==> src/rtl/mips789_defs.sv <==
// Shared MIPS789 definitions: interrupt controller state codes and register map.
package mips789_defs;

  localparam int IC_NSRC  = 8;
  localparam int IC_VEC_W = 3;

  typedef enum logic [1:0] {
    IC_IDLE = 2'd0,
    IC_REQ  = 2'd1,
    IC_SERV = 2'd2,
    IC_DONE = 2'd3
  } ic_state_e;

  localparam logic [1:0] IC_ADDR_MASK = 2'd0;
  localparam logic [1:0] IC_ADDR_PEND = 2'd1;
  localparam logic [1:0] IC_ADDR_VEC  = 2'd2;
  localparam logic [1:0] IC_ADDR_STAT = 2'd3;

endpackage

==> src/rtl/irq_prio_enc.sv <==
// 8-to-3 priority encoder: lowest set index wins, vld_o flags a non-empty input.
module irq_prio_enc
  import mips789_defs::*;
(
  input  logic [IC_NSRC-1:0]  req_i,
  output logic [IC_VEC_W-1:0] idx_o,
  output logic                vld_o
);

  // Scan from the top so the last hit, the lowest index, is kept.
  always_comb begin
    idx_o = '0;
    vld_o = 1'b0;
    for (int i = IC_NSRC - 1; i >= 0; i--) begin
      if (req_i[i]) begin
        idx_o = IC_VEC_W'(i);
        vld_o = 1'b1;
      end
    end
  end

endmodule

==> src/rtl/int_ctrl.sv <==
// Interrupt controller: MASK/PEND/VEC/STAT registers, priority select, irq/iack handshake FSM.
// Define INT_CTRL_EDGE_EN for rising-edge capture with W1C; default build is level-sensitive.
module int_ctrl
  import mips789_defs::*;
#(
  parameter int NSRC = IC_NSRC
) (
  input  logic                clk,
  input  logic                rst,
  input  logic [NSRC-1:0]     irq_src,
  input  logic                wr_en,
  input  logic [1:0]          addr,
  input  logic [31:0]         wr_data,
  output logic [31:0]         rd_data,
  input  logic                iack,
  output logic                irq,
  output logic [IC_VEC_W-1:0] irq_vec
);

  ic_state_e             state_q;
  logic                  irq_q;
  logic [IC_VEC_W-1:0]   irq_vec_q;
  logic [NSRC-1:0]       mask_q;
  logic [NSRC-1:0]       pend_q;
  logic [NSRC-1:0]       pend_d;
  logic [NSRC-1:0]       cand;
  logic [IC_VEC_W-1:0]   win_idx;
  logic                  win_vld;
  logic                  unused_wr_hi;

  assign unused_wr_hi = ^wr_data[31:NSRC];

`ifdef INT_CTRL_EDGE_EN
  logic [NSRC-1:0] hist_q;
  logic [NSRC-1:0] clr;

  always_comb begin
    clr = '0;
    if (wr_en && addr == IC_ADDR_PEND) clr = wr_data[NSRC-1:0];
    if (state_q == IC_DONE) clr[irq_vec_q] = 1'b1;
  end

  // A fresh edge overrides any clear aimed at the same bit.
  assign pend_d = (pend_q & ~clr) | (irq_src & ~hist_q);

  always_ff @(posedge clk) begin
    if (!rst) hist_q <= '0;
    else      hist_q <= irq_src;
  end
`else
  assign pend_d = irq_src;
`endif

  always_ff @(posedge clk) begin
    if (!rst) begin
      mask_q <= '0;
      pend_q <= '0;
    end else begin
      if (wr_en && addr == IC_ADDR_MASK) mask_q <= wr_data[NSRC-1:0];
      pend_q <= pend_d;
    end
  end

  assign cand = pend_q & mask_q;

  irq_prio_enc u_prio (
    .req_i (cand),
    .idx_o (win_idx),
    .vld_o (win_vld)
  );

  // An acknowledge in REQ takes precedence over the candidate set emptying:
  // the core has already committed to the vector it saw.
  always_ff @(posedge clk) begin
    if (!rst) begin
      state_q   <= IC_IDLE;
      irq_q     <= 1'b0;
      irq_vec_q <= '0;
    end else begin
      case (state_q)
        IC_IDLE: begin
          if (win_vld && !iack) begin
            state_q   <= IC_REQ;
            irq_q     <= 1'b1;
            irq_vec_q <= win_idx;
          end
        end
        IC_REQ: begin
          if (iack) begin
            state_q <= IC_SERV;
            irq_q   <= 1'b0;
          end else if (!win_vld) begin
            state_q <= IC_IDLE;
            irq_q   <= 1'b0;
          end else begin
            irq_vec_q <= win_idx;
          end
        end
        IC_SERV: begin
          if (!iack) state_q <= IC_DONE;
        end
        IC_DONE: begin
          state_q <= IC_IDLE;
        end
      endcase
    end
  end

  always_comb begin
    rd_data = '0;
    case (addr)
      IC_ADDR_MASK: rd_data[NSRC-1:0]     = mask_q;
      IC_ADDR_PEND: rd_data[NSRC-1:0]     = pend_q;
      IC_ADDR_VEC:  rd_data[IC_VEC_W-1:0] = irq_vec_q;
      IC_ADDR_STAT: rd_data[1:0]          = state_q;
    endcase
  end

  assign irq     = irq_q;
  assign irq_vec = irq_vec_q;

endmodule

==> config.mk <==
export PLATFORM = sky130hd
export DESIGN_NAME = int_ctrl
export DESIGN_NICKNAME = d
export VERILOG_FILES = /design/src/rtl/mips789_defs.sv /design/src/rtl/irq_prio_enc.sv /design/src/rtl/int_ctrl.sv
export SDC_FILE = /design/constraint.sdc
export NUM_CORES = 1
export LEC_CHECK = 0
export ABC_AREA = 1
export CORE_ASPECT_RATIO = 0.5
export CORE_MARGIN = 1.5
export CORE_UTILIZATION = 40
export DETAILED_ROUTE_END_ITERATION = 7
export PLACE_DENSITY = 0.93
export SYNTH_ARGS = -nofsm -noshare
export SYNTH_HDL_FRONTEND = slang
export SYNTH_HIERARCHICAL = 1
export SYNTH_SLANG_ARGS = --single-unit
==> constraint.sdc <==
create_clock -name clk -period 3.6 [get_ports clk]
set_input_delay 0.9 -clock clk [delete_from_list [all_inputs] [get_ports clk]]
set_output_delay 0.9 -clock clk [all_outputs]
set_load 0.005 [all_outputs]
==> reports/results.tsv <==
stage	metric	value	unit
outcome	status	finished with violations	
outcome	failing checks	DRC	
grt	first-pass GRT wire length	4.740	mm
route	met3 WL post-DR	200	um
setup_path	Worst Path Arrival	2.55	ns
setup_path	worst reg-to-reg path cell count	9	
clock_tree	Post-CTS Hold Fix Bufs	0	
clock_tree	Clock Latency Late Sink	0.27	ns
clock_tree	CTS Sinks	22	
final_layout	most frequent cells in the layout	60 x nand2_1, 38 x inv_1, 33 x clkdlybuf4s50_1	
clock_tree	H-tree levels	1	
logic_synthesis	post-synthesis instance area	0.001356	mm2
logic_synthesis	sequential area share after synthesis	0.3247	
setup_path	Critical Path Start Type	primary input	
run	Max Cap Violations	0	
logic_synthesis	yosys warns	6	
route	met2 wire length	1.603	mm
timing	Final min period	3.454	ns
route	Initial DRC Count	62	
grt	largest net degree at the start of global routing	23	
floorplan	die area	0.003770	mm2
final_layout	Layout Nets	291	
floorplan	Initial Utilization	0.4350	
setup_path	CP Class	in2out	
timing	Hold Vio Cnt, Final	0	
route	uppermost layer routed	met4	
timing	setup TNS	0	ns
timing	hold slack	0.5029	ns
clock_tree	clock buffer count from CTS	3	
logic_synthesis	mux cell area share after synthesis	0	
logic_synthesis	#FFs+latches synth	22	
route	drt total wl	2.937	mm
setup_path	crit end category	output pin	
hold_path	hold path depth	2	
timing	Slew headroom	0.4974	
timing	# setup viols final	0	
logic_synthesis	largest family of logic cells by synthesized area	simple AND/OR/NAND/NOR gates	
floorplan	Core Footprint	0.003118	mm2
logic_synthesis	Avg Inst Size Synth	6.459	um2
route	average vias per placed instance	4.570	
power	leakage	0.9049	nW
placed_design	GPL Wtd Cong	0.8636	
logic_synthesis	XOR/XNOR Fraction of Synth Area	0	
final_layout	final std cells w/o fill	284	
clock_tree	CTS Buffer Depth	2	
route	Metal-1 WL	1.089	mm
logic_synthesis	Synth Instances	210	
grt	antenna violations before repair	0	
timing	fin. max-slew vios	0	
grt	vias in the first global route	1155	
floorplan	row count	14	
route	wire per inst	10.34	um
grt	remaining global-route overflow	0	
logic_synthesis	Synth Area in Compound Gates	0.02491	
logic_synthesis	Synth cell types	23	
final_layout	antenna fix cells	0	
power	peak supply drop	0.1339	mV
floorplan	Chip Width	85.35	um
clock_tree	CTS tree	done	
route	DRC errors left	4	
final_layout	most common cell after layout, fill and taps aside	nand2_1	
route	Pre-Repair DR Iteration Count	6	
setup_path	Crit Path Max Fanout	12	
timing	measured slew at the worst slew-check pin	0.7515	ns
placed_design	Final HPWL DP	2.275	mm
grt	GRT Total Usage	0.1607	
timing	period utilization	0.9594	
logic_synthesis	Post-Synth Simple-Gate Area	0.3745	
timing	RSZ-0062 raised after global routing	no	
clock_tree	CTS resizes	0	
route	DR vias	1298	
power	PD cells	331.1	mW/mm2
setup_path	WP data required	2.70	ns
clock_tree	clk root buf	clkbuf_8	
final_layout	fraction of layout cells with a size suffix above 1	0.06148	
floorplan	die height	44.18	um
floorplan	IO Count	82	
placed_design	placed cells	280	
hold_path	HP Class	reg2reg	
logic_synthesis	Post-Synth Adder-Cell Area	0	
timing	skew final	0.009811	ns
placed_design	Buffers on Ports	33	
timing	Max Freq	0.2895	GHz
route	DRT antenna net count	0	
clock_tree	Post-CTS Setup Inserts	0	
clock_tree	Clk pin slew, worst setup/hold paths	0.09	ns
final_layout	area grow syn2layout	23.62	%
[synth_stat cells]
cell | number | area share
nor3_2 | 1 | 0.0074
nand3b_1 | 1 | 0.0055
nor2_4 | 2 | 0.017
inv_1 | 38 | 0.11
buf_6 | 1 | 0.0083
a21oi_1 | 3 | 0.011
buf_4 | 26 | 0.14
dfxtp_1 | 22 | 0.32
nor2_1 | 26 | 0.072
a21boi_0 | 1 | 0.0055
nand2_1 | 60 | 0.17
clkbuf_8 | 1 | 0.010
nand3_2 | 2 | 0.015
clkbuf_1 | 1 | 0.0028
o21ai_0 | 1 | 0.0037
inv_2 | 1 | 0.0028
or2_1 | 1 | 0.0046
nand3_1 | 15 | 0.055
nor3b_4 | 1 | 0.014
a31oi_1 | 1 | 0.0046
conb_1 | 1 | 0.0028
nand4_1 | 3 | 0.014
or2_2 | 1 | 0.0046
[power breakdown]
group          internal [W]  leakage, nW  switching, W  total [W]
Combinational     0.0000535        0.695     0.0000537   0.000107
Sequential         0.000257        0.181    0.00000969   0.000267
Clock             0.0000977       0.0288     0.0000836   0.000181
[cell families after synthesis]
group           Yosys count
simple gates            113
other cells               1
flops                    22
buf+inv                  68
compound gates            6
[path summary, 6_finish.rpt]
kind	end	start	slack (ns)
setup / recovery	rd_data[0]	addr[1]	0.15
hold reg to reg	mask_q[5]	mask_q[5]	0.50
setup reg to reg	irq_vec[1]	mask_q[7]	2.05
hold / removal	mask_q[5]	mask_q[5]	0.50
[cell type report]
cell class / count / area, um2
Fill cell: 276 / 1441
Timing Repair Buffer: 36 / 352.8
Tap cell: 40 / 50.05
Multi-Input combinational cell: 143 / 631.9
Sequential cell: 22 / 440.4
Inverter: 39 / 146.4
Clock buffer: 4 / 55.05
[flip-flops by register name (all words and copies together), names as in the netlist, named ones only]
name,count
pend_q,8
mask_q,8
irq,1
state_q,1
irq_vec,3
[through the flow]
stage	total power, W	utilization	instance area (um2)	worst slack (ns)
2_1_floorplan	0.0003455	-	1443	1.199
3_3_place_gp	0.0003727	0.5201	1622	0.2110
3_5_place_dp	0.0003777	0.5201	1622	0.1739
4_1_cts	0.0005526	0.5377	1677	0.1737
5_1_grt	0.0005790	0.5377	1677	0.07663
6_report	0.0005551	0.5377	1677	0.1462
[critical path, cell delays in order]
cell             delay [ns]
clkdlybuf4s50_1        0.57
nor2_4                 0.35
nand2_1                0.11
nand4_1                0.12
clkdlybuf4s50_1        0.50
[layer usage]
metal / global-route usage / up-vias
met5: 0 / -
met4: 0.06452 / 0
met3: 0.03545 / 6
met2: 0.3413 / 62
met1: 0.1557 / 584
li1: - / 646
Power figures use the tool's default switching activity.
==> variant 1 (same flow settings) <==
The package constant `IC_NSRC` goes from 8 to 12.
--- a/src/rtl/mips789_defs.sv
+++ b/src/rtl/mips789_defs.sv
@@ -1,7 +1,7 @@
 // Shared MIPS789 definitions: interrupt controller state codes and register map.
 package mips789_defs;
 
-  localparam int IC_NSRC  = 8;
+  localparam int IC_NSRC  = 12;
   localparam int IC_VEC_W = 3;
 
   typedef enum logic [1:0] {
Interface: changed (resized irq_src); port bits go from 82 to 86. No check against the original RTL was run, so the function may have changed too.
==> variant 1 against the unedited design <==
- largest cell class unchanged
- utilization increased by 3.5 points
- area after synthesis increased by 15%
- sequential cell count increased by 8
- power increased by 31%
- wire length increased by 23%
- maximum frequency decreased by 1.1%
- non-clock buffer count increased by 10
- setup slack got worse by 39 ps
- synthesized cell count increased by 8.6%
- design area increased by 22%
- hold slack got worse by 35 ps
==> variant 1: results (changes against the unedited design) <==
| Metric | Value |
|---|---|
| Netlist cell types | 22 (was 23) |
| Worst-path clk slew | 60 ps (was 90 ps) |
| Inverters | 41 (was 39) |
| Port Buf Inserts | 45 (was 33) |
| Root Driver | clkbuf_8 (unchanged) |
| WP data arrival | 2590 ps (was 2550 ps) |
| Seq_cells | 30 (was 22) |
| Total track usage | 0.165 (was 0.161) |
| First-pass GRT wire length | 5440 um (was 4740 um) |
| Min-delay src | irq (was mask_q[5]) |
| Fill cells | 313 (was 276) |
| HPWL Detailed | 2750 um (was 2280 um) |
| Avg Inst Size Synth | 6.82 sq um (was 6.46 sq um) |
| Data buffer area share | 0.224 (was 0.210) |
| Grt met3 use | 0.0453 (was 0.0354) |
| Status | complete, no violations (was finished, violations left) |
| Slew Limit Headroom | 0.454 (was 0.497) |
| Area occupied by multi-input gates | 688 sq um (was 632 sq um) |
| Placed insts | 318 (was 280) |
| Commonest cells in the synthesized netlist | 49 x nand2_1, 40 x inv_1, 30 x dfxtp_1, 27 x nor2_1, 22 x buf_4 (was 60 x nand2_1, 38 x inv_1, 26 x buf_4, 26 x nor2_1, 22 x dfxtp_1) |
| Met2 routed WL | 1860 um (was 1600 um) |
| Peak VDD IR | 0.191 mV (was 0.134 mV) |
| Worst r2r src | mask_q[10] (was mask_q[7]) |
| Drt first pass iters | 4 (was 6) |
| RD Place Congestion | 0.784 (was 0.864) |
| Crit path from | addr[0] (was addr[1]) |
| Met2 usage | 0.336 (was 0.341) |
| Total CTS buffers | 5 (was 3) |
| Worst path slowest cell | clkdlybuf4s50_1 (unchanged) |
| Multi-input gate count | 150 (was 143) |
| Max FO, Critical Path | 12 (unchanged) |
| Vias in the first global route | 1365 (was 1155) |
| DR vias | 1512 (was 1298) |
| DR vias/cell | 4.65 (was 4.57) |
| Largest net degree at the start of global routing | 27 (was 23) |
| Top layer used by detailed routing | met4 (unchanged) |
| Final clock-cell share | 0.0386 (was 0.0328) |
| Htree depth | 2 (was 1) |
| Cell leakage power | 1.01 nW (was 0.905 nW) |
| Layout cells sized above 1 | 0.0474 (was 0.0615) |
| Seq area share | 0.294 (was 0.263) |
| Seq/Total Area, Yosys | 0.386 (was 0.325) |
| Post-DR wirelength/cell | 11.1 um (was 10.3 um) |
| Top cells by area, synth | dfxtp_1 39%, nand2_1 12%, buf_4 11%, inv_1 9.7%, nor2_1 6.5% (was dfxtp_1 32%, nand2_1 17%, buf_4 14%, inv_1 11%, nor2_1 7.2%) |
| Met1 usage in global routing | 0.161 (was 0.156) |
| M1 wire length | 1470 um (was 1090 um) |
| Met3 routed WL | 213 um (was 200 um) |
variant 1: worst paths after layout:
path	endpoint	slack, ps	cells past startpoint
setup reg to reg	irq_vec[0]	1850	8
hold reg to reg	irq	470	2
setup / recovery	rd_data[0]	110	7
hold / removal	irq	470	2
variant 1: power by group:
group / switching [W] / total (W) / internal [W] / leakage (nW)
Sequential: 0.0000114 / 0.000361 / 0.000349 / 0.247
Clock: 0.000118 / 0.000247 / 0.000129 / 0.0438
Combinational: 0.0000577 / 0.000121 / 0.0000628 / 0.719
Total: 0.000187 / 0.000728 / 0.000541 / 1.01
variant 1: kinds of logic after synthesis:
group	synth area share
AOI/OAI and AO/OA	0.118
buffers and inverters	0.217
DFF	0.386
other	0.00241
and+or+nand+nor	0.276
variant 1: through the flow:
stage	setup WS [ps]	hold WS (ps)	cell area [sq um]
finish	107	468	2040
global route	39.0	502	2040
CTS	137	475	2040
detailed placement	145	464	1960
global placement	198	462	1960
floorplan	1300	455	1630
==> variant 2 (same flow settings) <==
Made on the original files. Put one more register stage on the output `irq`, cleared by the reset. The value now appears one clock later. The other outputs are not delayed to match.
--- a/src/rtl/int_ctrl.sv
+++ b/src/rtl/int_ctrl.sv
@@ -116,7 +116,13 @@
     endcase
   end
 
-  assign irq     = irq_q;
+  always_ff @(posedge clk) begin
+    if (!rst) begin
+      irq <= '0;
+    end else begin
+      irq <= irq_q;
+    end
+  end
   assign irq_vec = irq_vec_q;
 
 endmodule
Check against the original RTL: not equivalent (a bounded check fails within 4 cycles, from zero or initial values and one cycle with rst low).
==> variant 2 against the unedited design <==
- die area is 1.9% higher
- largest cell class unchanged
- area after synthesis is 2.0% higher
- power is 0.80% lower
- sequential cell count is 1 higher
- clock power is 8% lower
- design area is 1.3% higher
- setup slack better by 25 ps
- wire length is 0.20% lower
- first-iteration DRC count is 11% higher
- non-clock buffer count stayed put
- register-to-register slack better by 40 ps
==> variant 2: results (changes against the unedited design) <==
| Metric | Value |
|---|---|
| Status | complete, no violations (was finished, violations left) |
| Iteration-0 DRC Markers | 69 (was 62) |
| Top cells by area, synth | dfxtp_1 33%, nand2_1 17%, buf_4 14%, inv_1 11%, nor2_1 7.1% (was dfxtp_1 32%, nand2_1 17%, buf_4 14%, inv_1 11%, nor2_1 7.2%) |
| Worst-path clk slew | 80 ps |
| Async SR Flop Fraction | 0 (unchanged) |
| DP Worst Slack | 171 ps (was 174 ps) |
| Complex-gate fraction of the synthesized area | 0.0244 (was 0.0249) |
| First-pass GRT wire length | 4800 um (was 4740 um) |
| Slew Limit Headroom | 0.463 (was 0.497) |
| Layout cells sized above 1 | 0.0607 (was 0.0615) |
| Adder-cell share of the synthesized area | 0 (unchanged) |
| Final wirelength | 2930 um (was 2940 um) |
| Vias in the first global route | 1212 (was 1155) |
| XOR/XNOR Fraction of Synth Area | 0 (unchanged) |
| Max FO, Critical Path | 15 (was 12) |
| Worst Clk Skew | 3.83 ps (was 9.81 ps) |
| Peak per-stage delay on the critical path | 550 ps (was 570 ps) |
| Cell leakage power | 0.916 nW (was 0.905 nW) |
| WP data arrival | 2530 ps (was 2550 ps) |
| Peak VDD IR | 0.202 mV (was 0.134 mV) |
| Total track usage | 0.168 (was 0.161) |
| Post-CTS Setup Bufs | 0 (unchanged) |
| Root Driver | clkbuf_8 (unchanged) |
| Netlist cell types | 23 (unchanged) |
| Htree depth | 1 (unchanged) |
| RD Place Congestion | 0.828 (was 0.864) |
| Seq/Total Area, Yosys | 0.333 (was 0.325) |
| Hold Path Cell Cnt | 2 (unchanged) |
| Initial antenna violation count | 0 (unchanged) |
| Drt first pass iters | 4 (was 6) |
| DR vias | 1279 (was 1298) |
| Longest Clk Path Bufs | 2 (unchanged) |
| Total CTS buffers | 3 (unchanged) |
| HPWL Detailed | 2320 um (was 2280 um) |
| Commonest cells in the synthesized netlist | 61 x nand2_1, 39 x inv_1, 26 x buf_4, 26 x nor2_1, 23 x dfxtp_1 (was 60 x nand2_1, 38 x inv_1, 26 x buf_4, 26 x nor2_1, 22 x dfxtp_1) |
| Fraction of synthesized area in multiplexers | 0 (unchanged) |
| Largest net degree at the start of global routing | 24 (was 23) |
| Net count, final | 294 (was 291) |
| Cts repair resizes | 0 (unchanged) |
variant 2: stage by stage:
step	power [W]	instances	utilization	hold slack [ps]	cell area, sq um
CTS	0.000555	287	0.538	452	1700
finish	0.000551	287	0.538	451	1700
detailed placement	0.000390	283	0.523	439	1650
global route	0.000581	287	0.538	477	1700
floorplan	0.000358	236	-	417	1470
global placement	0.000385	283	0.523	429	1650
variant 2: power by group:
group	switching [W]	leakage (nW)	internal (W)	total, W
logic	0.0000535	0.706	0.0000531	0.000107
clock network	0.0000875	0.0217	0.0000786	0.000166
registers	0.00000948	0.189	0.000268	0.000278
total	0.000151	0.916	0.000400	0.000551
variant 2: cells by family (layout without fill, tap and decap cells):
| family | count (synthesis) | in the layout |
|---|---|---|
| AND/OR/NAND/NOR | 114 | 114 |
| other | 1 | 24 |
| AO/OA/AOI/OAI | 6 | 6 |
| buffers and inverters | 69 | 80 |
| flip-flops | 23 | 23 |
variant 2: final timing paths:
path         slack (ps)  startpoint          to
max                 170     addr[1]  rd_data[0]
min                 450       irq_q         irq
max reg2reg        2090   mask_q[7]  irq_vec[2]
min reg2reg         450       irq_q         irq
variant 2: worst register-to-register path, stage by stage (launching register included):
cell and delay (ps):
dfxtp_1 330, nand2_1 60, inv_1 50, or2_1 260
nor3_2 150, nand2_1 140, nand3_1 220, nand2_1 80
nand2_1 70, nor2_1 60
variant 2: layout make-up:
class / instances / area (sq um)
repair buffers: 36 / 353
flip-flops and latches: 23 / 460
clock inverters: 1 / 7.51
clock buffers: 3 / 41.3
multi-input cells: 144 / 636
well taps: 40 / 50.0
inverters: 40 / 150
fillers: 267 / 1460
variant 2: metal layers:
layer  vias to the layer above  routed length, um  GRT usage
met1                       567               1160      0.163
met2                        55               1510      0.331
met4                         0                 61     0.0968
met5                         -                  0          0
met3                         6                205     0.0466
li1                        651                  -          -
